`src/rtl/tdm_mux.sv`:
```
// rtl/tdm_mux.sv - N-channel registered TDM multiplexer with manual select and auto scan
//
// Purpose: selects one of N packed W-bit channels onto a registered output,
// either by a manual select code or by an automatic round-robin scan that
// dwells DWELL enabled cycles on each channel.
//
// Ports:
//   clk          system clock, rising edge
//   rst          asynchronous active-high reset
//   en           clock enable; 0 holds all state, clears the pulse outputs
//   mode         0 = manual select, 1 = auto scan
//   sel_in       manual channel select
//   din          packed inputs, channel k = din[k*W +: W]
//   dout         registered data of the selected channel
//   ch_idx       channel currently driving dout
//   ch_onehot    one-hot decode of ch_idx
//   frame_start  one-cycle pulse when the scan wraps from N-1 to 0
//   sel_err      one-cycle flag, manual sel_in >= N was rejected
module tdm_mux #(
   parameter int W     = 1,
   parameter int N     = 4,
   parameter int SELW  = 2,
   parameter int DWELL = 1
) (
   input  logic              clk,
   input  logic              rst,
   input  logic              en,
   input  logic              mode,
   input  logic [SELW-1:0]   sel_in,
   input  logic [N*W-1:0]    din,
   output logic [W-1:0]      dout,
   output logic [SELW-1:0]   ch_idx,
   output logic [N-1:0]      ch_onehot,
   output logic              frame_start,
   output logic              sel_err
);

   localparam int CW = (DWELL > 1) ? $clog2(DWELL) : 1;

   // One extra bit so N itself is representable when N == 2**SELW.
   localparam logic [SELW:0]   N_EXT    = (SELW+1)'(N);
   localparam logic [SELW-1:0] LAST_CH  = SELW'(N - 1);
   localparam logic [CW-1:0]   LAST_CNT = CW'(DWELL - 1);

   logic [W-1:0]    dout_q,    dout_d;
   logic [SELW-1:0] ch_q,      ch_d;
   logic [N-1:0]    onehot_q,  onehot_d;
   logic [CW-1:0]   cnt_q,     cnt_d;
   logic            frame_q,   frame_d;
   logic            err_q,     err_d;

   logic [SELW-1:0] ch_next;
   logic [W-1:0]    sel_data;
   logic [N-1:0]    sel_onehot;

   always_comb begin
      ch_next  = ch_q;
      cnt_d    = cnt_q;
      frame_d  = 1'b0;
      err_d    = 1'b0;

      if (!mode) begin
         cnt_d = '0;
         if ({1'b0, sel_in} < N_EXT) begin
            ch_next = sel_in;
         end else begin
            err_d = 1'b1;
         end
      end else begin
         if (cnt_q == LAST_CNT) begin
            cnt_d = '0;
            if (ch_q == LAST_CH) begin
               ch_next = '0;
               frame_d = 1'b1;
            end else begin
               ch_next = ch_q + SELW'(1);
            end
         end else begin
            cnt_d = cnt_q + CW'(1);
         end
      end

      // ch_next is always < N, so exactly one branch matches.
      sel_data   = '0;
      sel_onehot = '0;
      for (int k = 0; k < N; k++) begin
         if (ch_next == SELW'(k)) begin
            sel_data      = din[k*W +: W];
            sel_onehot[k] = 1'b1;
         end
      end

      if (en) begin
         ch_d     = ch_next;
         onehot_d = sel_onehot;
         dout_d   = sel_data;
      end else begin
         ch_d     = ch_q;
         onehot_d = onehot_q;
         dout_d   = dout_q;
         cnt_d    = cnt_q;
         frame_d  = 1'b0;
         err_d    = 1'b0;
      end
   end

   always_ff @(posedge clk or posedge rst) begin
      if (rst) begin
         dout_q   <= '0;
         ch_q     <= '0;
         onehot_q <= N'(1);
         cnt_q    <= '0;
         frame_q  <= 1'b0;
         err_q    <= 1'b0;
      end else begin
         dout_q   <= dout_d;
         ch_q     <= ch_d;
         onehot_q <= onehot_d;
         cnt_q    <= cnt_d;
         frame_q  <= frame_d;
         err_q    <= err_d;
      end
   end

   assign dout        = dout_q;
   assign ch_idx      = ch_q;
   assign ch_onehot   = onehot_q;
   assign frame_start = frame_q;
   assign sel_err     = err_q;

endmodule

```
`config.mk`:
```
export PLATFORM = sky130hd
export DESIGN_NAME = tdm_mux
export DESIGN_NICKNAME = d
export VERILOG_FILES = /design/src/rtl/tdm_mux.sv
export SDC_FILE = /design/constraint.sdc
export NUM_CORES = 1
export LEC_CHECK = 0
export ABC_AREA = 1
export BUFFER_PORTS_ARGS = -buffer_cell sky130_fd_sc_hd__buf_2
export CELL_PAD_IN_SITES_DETAIL_PLACEMENT = 1
export CELL_PAD_IN_SITES_GLOBAL_PLACEMENT = 2
export CORE_ASPECT_RATIO = 1.1
export CORE_MARGIN = 2
export CORE_UTILIZATION = 24
export DETAILED_ROUTE_END_ITERATION = 8
export GPL_ROUTABILITY_DRIVEN = 0
export PLACE_DENSITY = 0.76
export SLEW_MARGIN = 20
export SYNTH_ARGS = -nofsm -noshare
export SYNTH_HDL_FRONTEND = slang
export SYNTH_SLANG_ARGS = --single-unit
```
`constraint.sdc`:
```
create_clock -name clk -period 1.4 [get_ports clk]
set_clock_uncertainty 0.1 [all_clocks]
set_input_delay 0.07 -clock clk [delete_from_list [all_inputs] [get_ports clk]]
set_output_delay 0.07 -clock clk [all_outputs]
set_load 0.05 [all_outputs]
```
# Word-level counts from Yosys, hierarchy flattened
# Cells that the tools add are included.
[op_classes]
n_reduce_logical = 1
multipliers = 0
muxes = 17
eq_ne = 4
shifts = 0
add_sub_neg = 2
div_mod_pow = 0
order_cmp = 0
n_bitwise = 0
[op_table]
columns = ["operator", "count"]
rows = [
  ["two-way mux 1 bit", 14],
  ["equality test 2 bit, second input constant", 3],
  ["two-way mux 2 bit", 3],
  ["adder 2 x 1 -> 2 bit, second input constant", 1],
  ["equality test 2 x 1 -> 1 bit, second input constant", 1],
  ["zero test 2 bit", 1],
  ["adder 1 bit, second input constant", 1],
]
[totals]
wordCells = 29
input_bits = 10
mem_bits_ro = 0
ram_bits = 0
output_inout_bits = 9
mem_count = 0
register_bits = 9
latch_bits = 0

# Logic depth before layout (Yosys ltp)
# Gate-level depths: netlist (run 1).
[depth]
ltp_word = 9
ltp_mapped = 9
ltp_nobuf = 9

# Worst setup path after synthesis (run 1)
# Ideal clock, no wire load.
[synth_path]
kind = "flip-flop to flip-flop"
startpoint = "register ch_q[0] (netlist: ch_idx[0])"
endpoint = "register dout_q (netlist: dout)"
n_path_buf = 0
t_required_ns = 1.182
stages_incl_launch_ff = 8
setup_slack_ns = -0.177
period_less_slack_ns = 1.577
arrival_ns = 1.360
cell_sequence = "dfrtp_1 > ha_1 > o21ai_0 > nand2_2 > nand2_1 > nand3_2 > nand2_1 > nand2_1"
[synth_between]
elab_chain_cells = 9
[synth_rtl]
columns = ["element", "line", "text"]
rows = [
  ["start, declared", "46", "logic [SELW-1:0] ch_q, ch_d;"],
  ["start signal, assigned", "117", "ch_q <= ch_d;"],
  ["adder 2 x 1 -> 2 bit or equality test 2 bit (tied branches)", "76, 72", ""],
  ["two-way mux 2 bit", "72", "if (ch_q == LAST_CH) begin"],
  ["two-way mux 2 bit (*)", "70", "if (cnt_q == LAST_CNT) begin"],
  ["two-way mux 2 bit (*)", "62", "if (!mode) begin"],
  ["zero test 2 bit", "87", "if (ch_next == SELW'(k)) begin"],
  ["two-way mux 1 bit (3 in a row)", "87", ""],
  ["two-way mux 1 bit (*)", "87", ""],
  ["end signal, assigned", "116", "dout_q <= dout_d;"],
  ["end, declared", "45", "logic [W-1:0] dout_q, dout_d;"],
]
# Mark *: on every way between the ends. The rest lies on a longest branch, timed or not.
# A chain may end at the register's enable or synchronous reset.

# Worst setup path in the final report (run 1)
[layout_path]
startpoint = "register ch_q[1] (netlist: ch_idx[1])"
endpoint = "register dout_q (netlist: dout)"
# Same word-level chain as after synthesis.

==> impl_metrics.env, run 1 <==
export IMPL_status="finished, final reports clean"
export IMPL_critPathSlowestCell="dfrtp_2"
export IMPL_root_buffer="clkbuf_4"
export IMPL_dp_hpwl_microns=740
export IMPL_leakage_nw=0.356
export IMPL_cp_start_kind="flop"
export IMPL_maxCapViolations=0
export IMPL_period_share=0.942
export IMPL_hold_class="in -> reg"
export IMPL_cts_buffers=3
export IMPL_crit_start="ch_idx[1]"
export IMPL_grt_pass1_vias=392
export IMPL_synth_seq_area_share=0.441
export IMPL_syn_to_final_growth_pct=43.8
export IMPL_antenna_found_initial=0
export IMPL_cts_sinks=8
export IMPL_crit_chain="ha_4 > nand2_4 > nand2_4 > nand3_2 > nand2_1 > inv_1 > nand2_1 > nand2_1"
export IMPL_die_area_sq_mm=0.00227
export IMPL_cp_max_fo=5
export IMPL_synth_nets=64
export IMPL_ys_flop_type="dfrtp_1"
export IMPL_first_iter_violations=2
export IMPL_cp_required_ps=1450
export IMPL_n_fill_cell=221
export IMPL_seqCellArea_sq_um=204
export IMPL_cp_slowest_stage_delay_ps=430
export IMPL_pin_count=19
export IMPL_r2r_cells=8
export IMPL_worstSetupEndpoint="dout"
export IMPL_utilization=0.369
export IMPL_r2r_slack_ps=80
export IMPL_p_per_area_mw_per_mm2=1290
export IMPL_ant_nets=0
export IMPL_post_place_ws_ps=59.9
export IMPL_routed_via_density=4.23
export IMPL_clk_pin_slew_ps=60
export IMPL_cts_tree="yes"
export IMPL_slew_violations=0
export IMPL_layout_drive_gt1_share=0.544
export IMPL_setup_ws_ps=80.7
export IMPL_firstDrtPassIters=2
export IMPL_wl_microns=996
export IMPL_cp_num_buf_inv=1
export IMPL_crit_arrival_ps=1370
export IMPL_vias=410
export IMPL_clockBufferDepth=2
export IMPL_yosys_warnings=0
export IMPL_nNetsFinal=91
export IMPL_r2r_end="dout"
export IMPL_grt_first_pass_wirelength_microns=1600
export IMPL_synth_top_area_frac=0.384
export IMPL_insertion_delay_ps=250
export IMPL_cp_common_cell="nand2_1"
export IMPL_synth_seq_cells=8
export IMPL_critical_path_class="reg -> reg"
export IMPL_synth_edf_count=0
export IMPL_synth_area_sq_um=457
export IMPL_synthTopCellsByCount="13 x nand2_1, 7 x dfrtp_1, 6 x inv_1, 3 x inv_2, 3 x nand2_2"
export IMPL_synth_distinct_cells=20
export IMPL_fin_tns_setup_ps=0
export IMPL_initial_core_util=0.256
export IMPL_reg2reg_from="ch_idx[1]"
export IMPL_track_usage=0.0978
export IMPL_syn_area_per_cell_sq_um=8.62
export IMPL_insertedDiodeCount=0
export IMPL_grt_max_degree=9
export IMPL_wl_per_cell_microns=10.3
export IMPL_critPathTopFamily="flip-flops"
export IMPL_rows=16
export IMPL_finalHoldViolations=0
export IMPL_drc=0
export IMPL_synthArstFlopShare=1.00
export IMPL_portBuffers=17
export IMPL_h_tree_depth=1
export IMPL_critPathCaptureType="flop"
export IMPL_synth_cells=53
export IMPL_fin_crit_ps=1320
export IMPL_multiInputGateArea_sq_um=235
export IMPL_core_area_sq_mm=0.00178
export IMPL_cp_depth=8
export IMPL_die_width_microns=45.6
export IMPL_yosysMostFrequentCell="nand2_1"
export IMPL_synth_area_leaders="dfrtp_1 38%, nand2_1 11%, dfstp_2 5.8%"
export IMPL_synth_top_cell_by_area="dfrtp_1"
export IMPL_vdd_drop_max_v=0.000441
export IMPL_holdWs_ps=58.6
export IMPL_power_mw=0.847
export IMPL_setup_violations=0
export IMPL_overflow=0
export IMPL_die_h_microns=49.8
export IMPL_clock_fmax_ghz=0.758
[what timing repair did]
action / in CTS / in global routing
endpoints found under the setup margin: 0 / 1
buffers inserted: 0 / 4
endpoints found under the hold margin: 9 / 0
resized for setup: 0 / 2
hold buffers: 2 / 0
[sequential cells by signal, summed over array words and instances, names as in the netlist]
name	cells
ch_onehot	4
dout	1
frame_start	1
ch_idx	2
[cell families after synthesis]
| group | count (synthesis) | synth area share |
|---|---|---|
| adders and majority gates | 1 | 0.0274 |
| DFF | 8 | 0.441 |
| other | 1 | 0.00821 |
| buffers and inverters | 10 | 0.0904 |
| and+or+nand+nor | 26 | 0.318 |
| AOI/OAI and AO/OA | 7 | 0.115 |
[cells in the final DEF (no fill, tap or decap), drive strengths merged]
master and n:
buf 21, clkbuf 4, conb 1, dfrtp 7, dfstp 1, dlygate4sd3 2, ha 1, inv 9
nand2 18, nand3 4, nand3b 1, nor2 1, nor3 1, o21a 1, o21ai 4, o31ai 2
or2 1
[cell type report]
class                           instances  share of cell area
Clock buffer                            4              0.0400
Inverter                                9              0.0514
Multi-Input combinational cell         35               0.358
Sequential cell                         8               0.310
Tap cell                               18              0.0343
Timing Repair Buffer                   23               0.206
[worst min-delay path, stage by stage]
cell and delay, ps:
buf_2 140, inv_2 100, nor3_1 60
[per-stage QoR]
| step | instances | instance area, sq um |
|---|---|---|
| after floorplan | 53 | 477 |
| after global placement | 87 | 577 |
| after detailed placement | 87 | 577 |
| after CTS | 93 | 623 |
| after global routing | 97 | 657 |
| final | 97 | 657 |
[per-layer routing]
metal  part of all wire  vias up  GRT usage
li1                   -      215          -
met1               0.44      175      0.126
met2               0.47       15      0.136
met3              0.038        5          0
met4              0.043        0      0.103
met5                  0        -          0
[report_power, final]
group | leakage (nW) | internal, mW | switching [mW] | total (mW)
combinational | 0.244 | 0.118 | 0.245 | 0.363
clock | 0.0150 | 0.109 | 0.0802 | 0.189
sequential | 0.0973 | 0.271 | 0.0230 | 0.294
[worst min-delay path by stage]
stage,slack [ps],start,end,cells after the start
finish,60,mode,frame_start,3
global route,70,mode,frame_start,3
CTS,50,mode,frame_start,3
detailed placement,-70,rst,ch_onehot[1],2
global placement,-80,rst,ch_onehot[1],2
floorplan,-220,rst,ch_onehot[1],1
No activity file was read; power rests on OpenSTA's default activity.
==> run 2, diff against run 1 <==
ABC_CLOCK_PERIOD_IN_PS = 1400   (was not set)
SETUP_SLACK_MARGIN = 0.4   (was not set)
==> run 2 against run 1 <==
  * The run now ends with hold timing left
  * Via count increased by 4.9%
  * Wire length is 16% higher
  * Final cell count grew 2.1%
  * Cell area rose by 16%
  * Die area unchanged
  * Total power rose by 13%
  * Sequential share of layout area down 4.2 points
  * Register-to-register slack got worse by 50 ps
  * Utilization grew 5.8 points
  * Non-clock buffer count grew 2
  * Combinational power increased by 25%
  * Worst setup slack worse by 48 ps
  * Critical path type unchanged
==> impl_metrics.env, run 2 (synthesis results as in run 1) <==
export IMPL_status="finished, violations left"
export IMPL_violations="hold timing"
export IMPL_crit_arrival_ps=1450
export IMPL_critPathCaptureType="flop"
export IMPL_die_width_microns=45.6
export IMPL_h_tree_depth=1
export IMPL_routed_via_density=4.34
export IMPL_hold_class="in -> reg"
export IMPL_nNetsFinal=93
export IMPL_slew_violations=0
export IMPL_cp_slowest_stage_delay_ps=440
export IMPL_layout_commonest_cell="nand2_1"
export IMPL_drc=0
export IMPL_critical_path_class="reg -> reg"
export IMPL_layout_common_cells="12 x nand2_1, 9 x buf_2, 6 x buf_4"
export IMPL_cts_buffers=3
export IMPL_first_iter_violations=3
export IMPL_core_area_sq_mm=0.00178
export IMPL_r2r_end="ch_onehot[1]"
export IMPL_r2r_cells=7
export IMPL_finalHoldViolations=1
export IMPL_rsz0062_at_grt="true"
export IMPL_cp_required_ps=1490
export IMPL_grt_first_pass_wirelength_microns=1810
export IMPL_p_per_area_mw_per_mm2=1260
export IMPL_firstDrtPassIters=3
export IMPL_r2r_slack_ps=30
export IMPL_holdWs_ps=-8.12
export IMPL_period_share=0.977
export IMPL_insertion_delay_ps=270
export IMPL_cts_tree="yes"
export IMPL_overflow=0
export IMPL_crit_chain="ha_4 > inv_2 > nand3_2 > nand2_4 > buf_4 > nand2_2 > o21ai_1"
export IMPL_reg2reg_from="ch_idx[0]"
export IMPL_root_buffer="clkbuf_4"
export IMPL_leakage_nw=0.388
export IMPL_place_inst=87
export IMPL_maxCapViolations=0
export IMPL_insertedDiodeCount=0
export IMPL_layout_drive_gt1_share=0.593
export IMPL_vdd_drop_max_v=0.000532
export IMPL_cp_start_kind="flop"
export IMPL_instances_no_fill=99
export IMPL_cts_sinks=8
export IMPL_antenna_found_initial=0
export IMPL_fin_crit_ps=1370
export IMPL_wl_per_cell_microns=11.7
export IMPL_ant_nets=0
export IMPL_hold_start="en"
export IMPL_clk_pin_slew_ps=70
export IMPL_largest_reg_flops=4
export IMPL_grt_pass1_vias=400
export IMPL_grt_max_degree=9
export IMPL_utilization=0.427
export IMPL_vias=430
export IMPL_die_area_sq_mm=0.00227
export IMPL_rows=16
export IMPL_cp_max_fo=4
export IMPL_die_h_microns=49.8
export IMPL_pin_count=19
export IMPL_critPathSlowestCell="dfrtp_2"
export IMPL_wl_microns=1160
export IMPL_syn_to_final_growth_pct=66.6
export IMPL_initial_core_util=0.256
export IMPL_track_usage=0.110
export IMPL_portBuffers=17
export IMPL_clock_fmax_ghz=0.731
export IMPL_dp_hpwl_microns=755
export IMPL_clockBufferDepth=2
export IMPL_whs_path_depth=3
export IMPL_setup_violations=0
export IMPL_whs_endpoint="ch_idx[0]"
==> run 2: final cells by class <==
cell class,count,area (sq um)
fill,215,1020
inverter,9,36.3
tap,18,22.5
clock buffer,4,26.3
timing repair buffer,25,211
sequential,8,204
multi-input combinational,35,260
==> run 2: worst max-delay path by stage <==
stage / from / end / slack [ps] / depth (start not counted)
6_report: ch_idx[0] / ch_onehot[1] / 30 / 7
3_3_place_gp: ch_idx[0] / dout / 70 / 7
4_1_cts: ch_idx[0] / dout / 50 / 8
2_1_floorplan: ch_idx[0] / dout / 3 / 8
5_1_grt: ch_idx[0] / dout / -40 / 8
3_5_place_dp: ch_idx[0] / dout / 50 / 7
==> run 2: report_power, final <==
part	leakage (nW)	internal, mW	total [mW]	switching (mW)
clock	0.0150	0.110	0.202	0.0929
combinational	0.276	0.187	0.455	0.268
sequential	0.0973	0.271	0.303	0.0322
==> run 2: worst max-delay path, delay by kind of cell, from the launching register on <==
kind	cells	cell delay, ps
DFF	1	440
adders and majority gates	1	180
and+or+nand+nor	3	240
AOI/OAI and AO/OA	1	170
buffers and inverters	2	160
==> run 2: repair_timing <==
item,in CTS,in global routing
endpoints found under the hold margin,9,0
gates resized for setup,17,8
hold buffers,2,0
endpoints found under the setup margin,15,14
buffers inserted,4,2
pin swaps,0,3
==> run 2: metal layers <==
metal,part of all wire,wire length (microns),up-vias,track usage
li1,-,-,222,-
met1,0.46,529,190,0.162
met2,0.50,581,16,0.146
met3,0.029,34,2,0
met4,0.012,14,0,0.0882
met5,0,0,-,0
==> run 2: stage by stage <==
stage	hold slack [ps]	TNS (ps)	power [mW]	setup WS (ps)	cell area (sq um)
final	-8.12	0	0.961	32.5	761
after global routing	3.49	-47.9	1.01	-37.5	761
after CTS	6.58	0	0.919	52.1	713
after detailed placement	-75.2	0	0.636	52.6	582
after global placement	-82.5	0	0.631	70.7	582
after floorplan	-215	0	0.560	2.65	482
==> run 3, diff against run 2 <==
CORE_UTILIZATION = 26   (was 24)
CTS_BUF_LIST = sky130_fd_sc_hd__clkbuf_8   (was not set)
PLACE_DENSITY = 0.81   (was 0.76)
==> run 3 against run 2 <==
  * The flow now finishes without violations
  * Wire length decreased by 9.1%
  * Total power increased by 5.4%
  * Critical endpoint is now dout
  * Critical path depth increased by 1
  * Hold slack improved by 33 ps
  * Final cell count decreased by 4.0%
  * First-iteration DRC count increased by 130%
  * Utilization increased by 3.0 points
  * Clock power increased by 41%
  * Clock-buffer cell count decreased by 1
  * Worst setup slack improved by 53 ps
==> impl_metrics.env, run 3 (synthesis results as in run 1) <==
export IMPL_grt_busiest_layer="met2"
export IMPL_maxCapViolations=0
export IMPL_first_iter_violations=7
export IMPL_die_width_microns=44.0
export IMPL_period_share=0.939
export IMPL_die_h_microns=48.0
export IMPL_root_buffer="clkbuf_8"
export IMPL_place_inst=86
export IMPL_initial_core_util=0.283
export IMPL_cp_max_fo=5
export IMPL_rows=15
export IMPL_drc=0
export IMPL_wl_microns=1050
export IMPL_pin_count=19
export IMPL_clockBufferDepth=2
export IMPL_slew_violations=0
export IMPL_insertedDiodeCount=0
export IMPL_fin_crit_ps=1310
export IMPL_setup_violations=0
export IMPL_track_usage=0.126
export IMPL_ant_nets=0
export IMPL_grt_max_degree=9
export IMPL_hold_class="in -> reg"
export IMPL_clock_fmax_ghz=0.761
export IMPL_cts_buffers=3
export IMPL_instances_no_fill=95
export IMPL_antenna_found_initial=0
export IMPL_largest_reg_flops=4
export IMPL_die_area_sq_mm=0.00211
export IMPL_cts_sinks=8
export IMPL_layout_common_cells="12 x nand2_1, 10 x buf_2, 6 x inv_1"
export IMPL_h_tree_depth=1
export IMPL_nNetsFinal=90
export IMPL_status="finished, final reports clean"
export IMPL_portBuffers=17
export IMPL_power_mw=1.01
export IMPL_grt_first_pass_wirelength_microns=1780
export IMPL_layout_drive_gt1_share=0.577
export IMPL_utilization=0.457
export IMPL_p_per_area_mw_per_mm2=1370
export IMPL_leakage_nw=0.387
export IMPL_dp_hpwl_microns=768
export IMPL_vdd_drop_max_v=0.000476
export IMPL_critical_path_class="reg -> reg"
export IMPL_cp_required_ps=1420
export IMPL_cts_tree="yes"
export IMPL_finalHoldViolations=0
export IMPL_syn_to_final_growth_pct=61.6
export IMPL_cp_start_kind="flop"
export IMPL_vias=412
export IMPL_wl_per_cell_microns=11.1
export IMPL_critPathCaptureType="flop"
export IMPL_overflow=0
export IMPL_crit_arrival_ps=1340
export IMPL_rsz0062_at_grt="true"
export IMPL_use_met3=0.0151
export IMPL_grt_pass1_vias=396
export IMPL_layout_commonest_cell="nand2_1"
export IMPL_met1_usage=0.141
export IMPL_core_area_sq_mm=0.00161
export IMPL_routed_via_density=4.34
export IMPL_stdcell_area_sq_um=738
export IMPL_firstDrtPassIters=4
export IMPL_dpl_cell_area_sq_um=581
export IMPL_insertion_delay_ps=230
export IMPL_met2_usage=0.197
export IMPL_clk_pin_slew_ps=40
-- run 3: changes by cell type in the layout (fill, tap and decap cells not counted), moves of 2 or more --
| cell | delta |
|---|---|
| clkbuf_8 | +3 |
| clkbuf_4 | -2 |
| nand2_4 | +2 |
| buf_6 | -3 |
-- run 3: final timing paths --
path | from | cells past startpoint | slack (ps) | end
worst max-delay path | ch_idx[0] | 8 | 90 | dout
max in group asynchronous | rst | 3 | 700 | ch_onehot[0]
worst min register to register | dout | 2 | 370 | dout
worst max register to register | ch_idx[0] | 8 | 90 | dout
min in group asynchronous | rst | 3 | 220 | ch_onehot[2]
worst min-delay path | en | 2 | 20 | ch_idx[0]
-- run 3: layer usage --
layer  wire [microns]  vias up
li1                 -      213
met1              439      180
met2              508       15
met3               60        4
met4               46        0
met5                0        -
-- run 3: layout make-up --
| type | instances | area [sq um] |
|---|---|---|
| clock buffer | 3 | 41.3 |
| clock inverter | 1 | 3.75 |
| fill | 196 | 876 |
| inverter | 9 | 33.8 |
| multi-input combinational | 35 | 262 |
| sequential | 8 | 204 |
| tap | 17 | 21.3 |
| timing repair buffer | 22 | 173 |
-- run 3: critical path: stages, from the launching register on --
cell and delay [ps]:
dfrtp_2 430, ha_4 280, nand2_4 50, nand2_4 100, nor2_2 40, nand2_1 60
nand3_2 60, nand2_1 50, nand2_1 50
-- run 3: where the power goes --
group	switching, mW	internal (mW)
Combinational	0.263	0.167
Sequential	0.0262	0.272
Clock	0.0947	0.190
Total	0.383	0.629
-- run 3: metrics by stage --
step           setup WS, ps  setup TNS (ps)  hold slack, ps
5_1_grt               -10.6           -10.6            41.2
4_1_cts                89.2               0            8.12
3_5_place_dp           73.5               0           -69.2
2_1_floorplan          2.65               0            -215
6_report               85.2               0            24.4
3_3_place_gp           92.4               0           -82.2
-- run 3: repair_timing --
action                     in CTS  in global routing
pin swaps                       0                  6
buffers inserted                3                  1
hold buffers                    1                  0
setup endpoints to repair      13                 11
hold endpoints to repair        8                  0
gates resized for setup        15                  5
